File: config.mk
export PLATFORM = sky130hd
export DESIGN_NAME = mp3_stream_fifo
export DESIGN_NICKNAME = d
export VERILOG_FILES = /design/src/rtl/mp3_stream_fifo.sv
export SDC_FILE = /design/constraint.sdc
export NUM_CORES = 2
export LEC_CHECK = 0
export ABC_AREA = 1
export CAP_MARGIN = 20
export CELL_PAD_IN_SITES_DETAIL_PLACEMENT = 1
export CELL_PAD_IN_SITES_GLOBAL_PLACEMENT = 1
export CORE_MARGIN = 1.5
export CORE_UTILIZATION = 51
export DETAILED_ROUTE_END_ITERATION = 7
export PLACE_DENSITY_LB_ADDON = 0.1
export SLEW_MARGIN = 20
export SYNTH_ARGS = -nofsm -noshare
export SYNTH_HDL_FRONTEND = slang
export SYNTH_SLANG_ARGS = --single-unit
File: constraint.sdc
create_clock -name i_clk -period 6.3 [get_ports i_clk]
set_clock_uncertainty 0.15 [all_clocks]
set_input_delay 1.26 -clock i_clk [delete_from_list [all_inputs] [get_ports i_clk]]
set_output_delay 1.26 -clock i_clk [all_outputs]
set_load 0.01 [all_outputs]
File: src/rtl/mp3_stream_fifo.sv
// mp3_stream_fifo: packs IN_W-bit bitstream beats into 32-bit words, buffers
// them in a 2**DEPTH_LOG2-word circular FIFO and presents the head word
// show-ahead to the Mp3Decode bitstream port. Handles end-of-stream with zero
// padding of the final partial word and a sticky stream_done flag.
//
// Ports:
//   i_clk, i_rst_n          clock (rising edge), async active-low reset
//   i_clr                   synchronous clear of all state (beats push/pop)
//   i_in_valid/o_in_ready   input beat handshake, i_in_data beat, i_in_last EOS
//   o_fifo_datain           head word, valid while o_fifo_empty=0
//   o_fifo_empty, i_fifo_ren  decoder side of the FIFO
//   o_level                 stored complete words, 0..DEPTH
//   o_stream_done           last beat accepted and all words popped
//   o_word_cnt, o_underrun_cnt  only with MP3_STREAM_FIFO_STATS_EN defined
module mp3_stream_fifo #(
    parameter int unsigned IN_W       = 8,
    parameter int unsigned DEPTH_LOG2 = 6,
    parameter bit          BIG_ENDIAN = 1'b1
) (
    input  logic                  i_clk,
    input  logic                  i_rst_n,
    input  logic                  i_clr,
    input  logic                  i_in_valid,
    output logic                  o_in_ready,
    input  logic [IN_W-1:0]       i_in_data,
    input  logic                  i_in_last,
    output logic [31:0]           o_fifo_datain,
    output logic                  o_fifo_empty,
    input  logic                  i_fifo_ren,
    output logic [DEPTH_LOG2:0]   o_level,
    output logic                  o_stream_done
`ifdef MP3_STREAM_FIFO_STATS_EN
    ,
    output logic [31:0]           o_word_cnt,
    output logic [15:0]           o_underrun_cnt
`endif
);

    localparam int unsigned LANES = 32 / IN_W;
    localparam int unsigned PK_W  = (LANES > 1) ? $clog2(LANES) : 1;
    localparam int unsigned DEPTH = 1 << DEPTH_LOG2;
    localparam int unsigned LVL_W = DEPTH_LOG2 + 1;
    localparam int unsigned PTR_W = DEPTH_LOG2;

    logic [31:0]      r_mem [DEPTH];
    logic [PTR_W-1:0] r_wr_ptr, r_rd_ptr;
    logic [LVL_W-1:0] r_level;
    logic [PK_W-1:0]  r_pk;
    logic [31:0]      r_word;
    logic             r_eos;
    logic             r_ready;
    logic             r_empty;
    logic [31:0]      r_head;
    logic             r_done;

    logic             w_accept, w_pop, w_push, w_eos_next;
    logic [4:0]       w_shamt;
    logic [31:0]      w_word, w_head_next;
    logic [PTR_W-1:0] w_wr_next, w_rd_next;
    logic [LVL_W-1:0] w_level_next;

    // Packer: place the accepted beat in its lane; unwritten lanes stay zero
    // because the accumulator is cleared on every push.
    always_comb begin
        w_accept = i_in_valid && r_ready;
        w_pop    = i_fifo_ren && !r_empty;
        w_push   = w_accept && ((r_pk == PK_W'(LANES - 1)) || i_in_last);
        if (BIG_ENDIAN)
            w_shamt = 5'(32 - IN_W - IN_W * 32'(r_pk));
        else
            w_shamt = 5'(IN_W * 32'(r_pk));
        w_word     = r_word | (32'(i_in_data) << w_shamt);
        w_eos_next = r_eos || (w_accept && i_in_last);
    end

    // Pointer and occupancy next state.
    always_comb begin
        w_wr_next    = w_push ? r_wr_ptr + PTR_W'(1) : r_wr_ptr;
        w_rd_next    = w_pop  ? r_rd_ptr + PTR_W'(1) : r_rd_ptr;
        w_level_next = r_level;
        case ({w_push, w_pop})
            2'b10:   w_level_next = r_level + LVL_W'(1);
            2'b01:   w_level_next = r_level - LVL_W'(1);
            default: w_level_next = r_level;
        endcase
    end

    // Show-ahead head: the word being written this edge bypasses the array
    // when it is the next head (push into empty, or push+pop at level 1).
    always_comb begin
        w_head_next = r_head;
        if (w_level_next != '0) begin
            if (w_push && (w_rd_next == r_wr_ptr))
                w_head_next = w_word;
            else
                w_head_next = r_mem[w_rd_next];
        end
    end

    // Storage array carries no reset; only slots below level are ever read.
    always_ff @(posedge i_clk) begin
        if (w_push && !i_clr)
            r_mem[r_wr_ptr] <= w_word;
    end

    // Control, packer and output registers.
    always_ff @(posedge i_clk or negedge i_rst_n) begin
        if (!i_rst_n) begin
            r_wr_ptr <= '0;
            r_rd_ptr <= '0;
            r_level  <= '0;
            r_pk     <= '0;
            r_word   <= '0;
            r_eos    <= 1'b0;
            r_ready  <= 1'b0;
            r_empty  <= 1'b1;
            r_head   <= '0;
            r_done   <= 1'b0;
        end else if (i_clr) begin
            r_wr_ptr <= '0;
            r_rd_ptr <= '0;
            r_level  <= '0;
            r_pk     <= '0;
            r_word   <= '0;
            r_eos    <= 1'b0;
            r_ready  <= 1'b1;
            r_empty  <= 1'b1;
            r_head   <= '0;
            r_done   <= 1'b0;
        end else begin
            r_wr_ptr <= w_wr_next;
            r_rd_ptr <= w_rd_next;
            r_level  <= w_level_next;
            if (w_push) begin
                r_pk   <= '0;
                r_word <= '0;
            end else if (w_accept) begin
                r_pk   <= r_pk + PK_W'(1);
                r_word <= w_word;
            end
            r_eos   <= w_eos_next;
            // Ready looks at next-state level so a full FIFO never takes a beat.
            r_ready <= (w_level_next != LVL_W'(DEPTH)) && !w_eos_next;
            r_empty <= (w_level_next == '0);
            r_head  <= w_head_next;
            r_done  <= r_done || (w_eos_next && (w_level_next == '0));
        end
    end

    assign o_in_ready    = r_ready;
    assign o_fifo_datain = r_head;
    assign o_fifo_empty  = r_empty;
    assign o_level       = r_level;
    assign o_stream_done = r_done;

`ifdef MP3_STREAM_FIFO_STATS_EN
    logic [31:0] r_word_cnt;
    logic [15:0] r_underrun_cnt;

    // Popped-word counter and saturating underrun counter.
    always_ff @(posedge i_clk or negedge i_rst_n) begin
        if (!i_rst_n) begin
            r_word_cnt     <= '0;
            r_underrun_cnt <= '0;
        end else if (i_clr) begin
            r_word_cnt     <= '0;
            r_underrun_cnt <= '0;
        end else begin
            if (w_pop)
                r_word_cnt <= r_word_cnt + 32'(1);
            if (i_fifo_ren && r_empty && (r_underrun_cnt != 16'hFFFF))
                r_underrun_cnt <= r_underrun_cnt + 16'(1);
        end
    end

    assign o_word_cnt     = r_word_cnt;
    assign o_underrun_cnt = r_underrun_cnt;
`endif

endmodule

==> impl_metrics.toml <==
[synthesis]
ys_types = 39
async_flop_share_pct = 4.165
avgSynthCellArea_um2 = 11.08
ys_seq_elements = 2137
synth_edf_count = 2048
synth_top_area_cell = "edfxtp_1"
yosys-top-cells-count = "nand3_1, edfxtp_1, nand2_1"
syn_area_um2 = 92240
ys.flop_type = "edfxtp_1"
ys_top_cells_by_area = "edfxtp_1, nand3_1, nand2_1"
yosysSeqAreaShare_pct = 69.09
syn_nets = 8345
synth_top_area_share_pct = 66.67
syn_inst = 8325
synth_most_common_cell = "nand3_1"
yosysWarnings = 0

[place]
place.gp.congestion = 0.8746
place_inst = 10430
place_area_um2 = 96610
hpwl_mm = 175.6
portBuffers = 55
place_ws_ps = 1061

[floorplan]
dieArea_um2 = 183400
die_x_um = 428.3
coreArea_um2 = 179000
die_h_um = 428.3
initial_core_util_pct = 51.53
ioPinCount = 56
num_rows = 155

[sta]
period_minus_slack_ps = 4466
fin_tns_setup_ps = 0
layout_setup_ws_ps = 1834
drv_slew = 0
rsz0062_at_grt = "no"
setup_viol = 0
hold_viol = 0
maxSlewHeadroom_pct = 20.81
worstMarginPinSlew_ps = 1183
fin_crit_sh_pct = 70.89
max_freq_mhz = 223.9

[setup_path]
r2r_end = "o_fifo_datain[31]"
end_kind = "flip-flop"
crit_top_cell = "nand2_1"
crit_type = "input port to flip-flop"
ff2ff_path_depth = 22
rrSetupSlack_ps = 1930
cp_max_fo = 33
rr_startpoint = "r_pk[1]"
crit_chain = "clkdlybuf4s50_1 > inv_2 > nor2_4 > ha_1 > nor2_1 > inv_1 > nand2_1 > inv_1 > ha_1 > a21o_1 > nand2_1 > nand3_1 > nand2_1 > nor2_1 > nand3_1 > nor2_1 > nand3_1 > nand2_1 > buf_4 > nor2_1 > nand2_1 > nand2_1"
worst_ep_arrival_time_ps = 5050
cp.required_ps = 6890
crit_start = "i_fifo_ren"
slowest_stage = "clkdlybuf4s50_1"
worst_setup_path_start_kind = "input port"
cpLargestDelayFamily = "simple AND/OR/NAND/NOR gates"
critPathBufInv = 5
max_stage_delay_ps = 600

[cts]
cts_root_buffer = "clkbuf_16"
path_clk_slew_ps = 60
cts_buffers = 222
clk_latency_ps = 880
cts_setup_buffers = 0
clock_path_buffers = 3
cts_sinks = 2137
cts_tree = "built"
holdBufCountCts = 0
ctsResizeCount = 0
htreeDepth = 4

[cells_and_area]
syn2layout_area_growth_pct = 12.03
nets = 8321
stdcell_area_um2 = 103300
regArea_um2 = 63730
utilization_pct = 57.73
fin_cells = 10840
drive_gt1_share_pct = 8.758
fillCellCount = 18480
multi_input_area_um2 = 22970

[power]
p_leak_nw = 40.05
ir_drop_mv = 0.3642
p_per_area_nw_per_um2 = 364.2

[detailed_routing]
ant_nets = 0
viasPerCell = 6.123
drt-pass1-iter-count = 6
vias = 66380
drc = 0
wl_per_cell_um = 29.19
postRouteWirelength_mm = 316.4
drt_iter0_markers = 7773

[status]
status = "completed"

[global_route]
grt_max_degree = 209
grt_pass1_vias = 69070
grt_usage_pct = 34.17
antenna_found_initial = 14
grt_pass1_wl_mm = 461.1
globalRoute.totalOverflow = 0

[job]
max-cap-violations = 0

[hold_path]
hold_class = "input port to asynchronous set/reset pin"
## state kept, by name (all words and copies together), names as in the netlist
name,cells
o_fifo_empty,1
r_wr_ptr,6
r_eos,1
o_level,7
o_in_ready,1
o_fifo_datain,32
r_pk,2
r_mem,2048
r_word,32
r_rd_ptr,6
o_stream_done,1
## power breakdown
| part | leakage (nW) | internal (mW) | switching (mW) |
|---|---|---|---|
| clock | 3.27 | 6.82 | 5.61 |
| sequential | 20.0 | 15.9 | 0.201 |
| combinational | 16.8 | 2.42 | 6.64 |
| total | 40.0 | 25.2 | 12.4 |
## cells in the final DEF, fill, tap and decap left out, types with 3 or more instances in the layout
master / count
edfxtp_1: 2048
dfrtp_1: 88
or2_2: 91
a21oi_1: 51
nand4_1: 19
clkbuf_16: 224
xor2_1: 4
inv_1: 1037
or2_1: 29
diode_2: 3
nor4_2: 3
buf_4: 192
o21ai_4: 25
clkinv_1: 60
nor2_4: 55
o211ai_1: 29
nand2_1: 1507
inv_6: 10
nor3_2: 8
ha_1: 6
nand3_1: 2264
nand2_2: 6
a31oi_1: 5
nor3_1: 5
buf_12: 51
nor2_1: 96
nand3b_1: 332
inv_16: 3
clkdlybuf4s50_1: 53
bufinv_16: 7
inv_2: 8
clkbuf_1: 63
o21ai_0: 34
nand2_8: 4
clkinv_2: 36
## metal layers
metal	vias up	GRT usage, %	wire [um]
li1	28580	-	-
met5	-	0	9
met1	34150	45.47	124800
met3	654	4.617	24790
met4	2	16.09	15770
met2	3003	55.81	151100
## worst reg2reg max path, stage by stage, from the launching register on
cell and delay (ps):
dfrtp_1 360, buf_4 270, ha_1 290, o21ai_1 310
ha_1 590, nor2_1 110, inv_1 70, nand2_1 60
inv_1 60, ha_1 170, a21o_1 130, nand2_1 60
nand3_1 90, nand2_1 70, nor2_1 120, nand3_1 90
nor2_1 170, nand3_1 300, nand2_1 140, buf_4 390
nor2_1 100, nand2_1 90, nand2_1 60
## worst max path at each step
stage | to | slack [ps] | cells after the start
2_1_floorplan | r_mem[57][0] | 530 | 6
3_3_place_gp | r_mem[22][16] | 780 | 9
3_5_place_dp | o_fifo_datain[29] | 1060 | 19
4_1_cts | o_fifo_datain[31] | 1940 | 22
5_1_grt | o_fifo_datain[2] | 1540 | 22
6_report | o_fifo_datain[31] | 1830 | 22
## stage by stage
stage               power [mW]  hold WS (ps)
floorplan                21.81         351.2
global placement         25.08         353.7
detailed placement       25.34         364.7
CTS                      37.64         217.1
global route             38.86         262.5
finish                   37.64         240.2
## cells by family (layout without fill, tap and decap cells)
logic type / Yosys count / in the layout / share of synthesized area (%)
AO/OA/AOI/OAI: 152 / 152 / 0.9333
AND/OR/NAND/NOR: 4425 / 4425 / 22.88
other: 0 / 3 / 0
buffers and inverters: 1596 / 1755 / 6.925
flip-flops: 2137 / 2137 / 69.09
adder cells (fa/ha/maj): 6 / 6 / 0.08139
XOR/XNOR: 8 / 8 / 0.08411
multiplexers: 1 / 1 / 0.01085
## final cells by class
cell class,count,share of cell area (%)
flip-flops and latches,2137,61.67
multi-input cells,4592,22.23
clock buffers,289,5.680
inverters,1049,3.826
repair buffers,299,2.954
well taps,2355,2.851
clock inverters,118,0.7822
diodes,3,0.007265
Note: power is estimated with default switching activity, not from simulation.
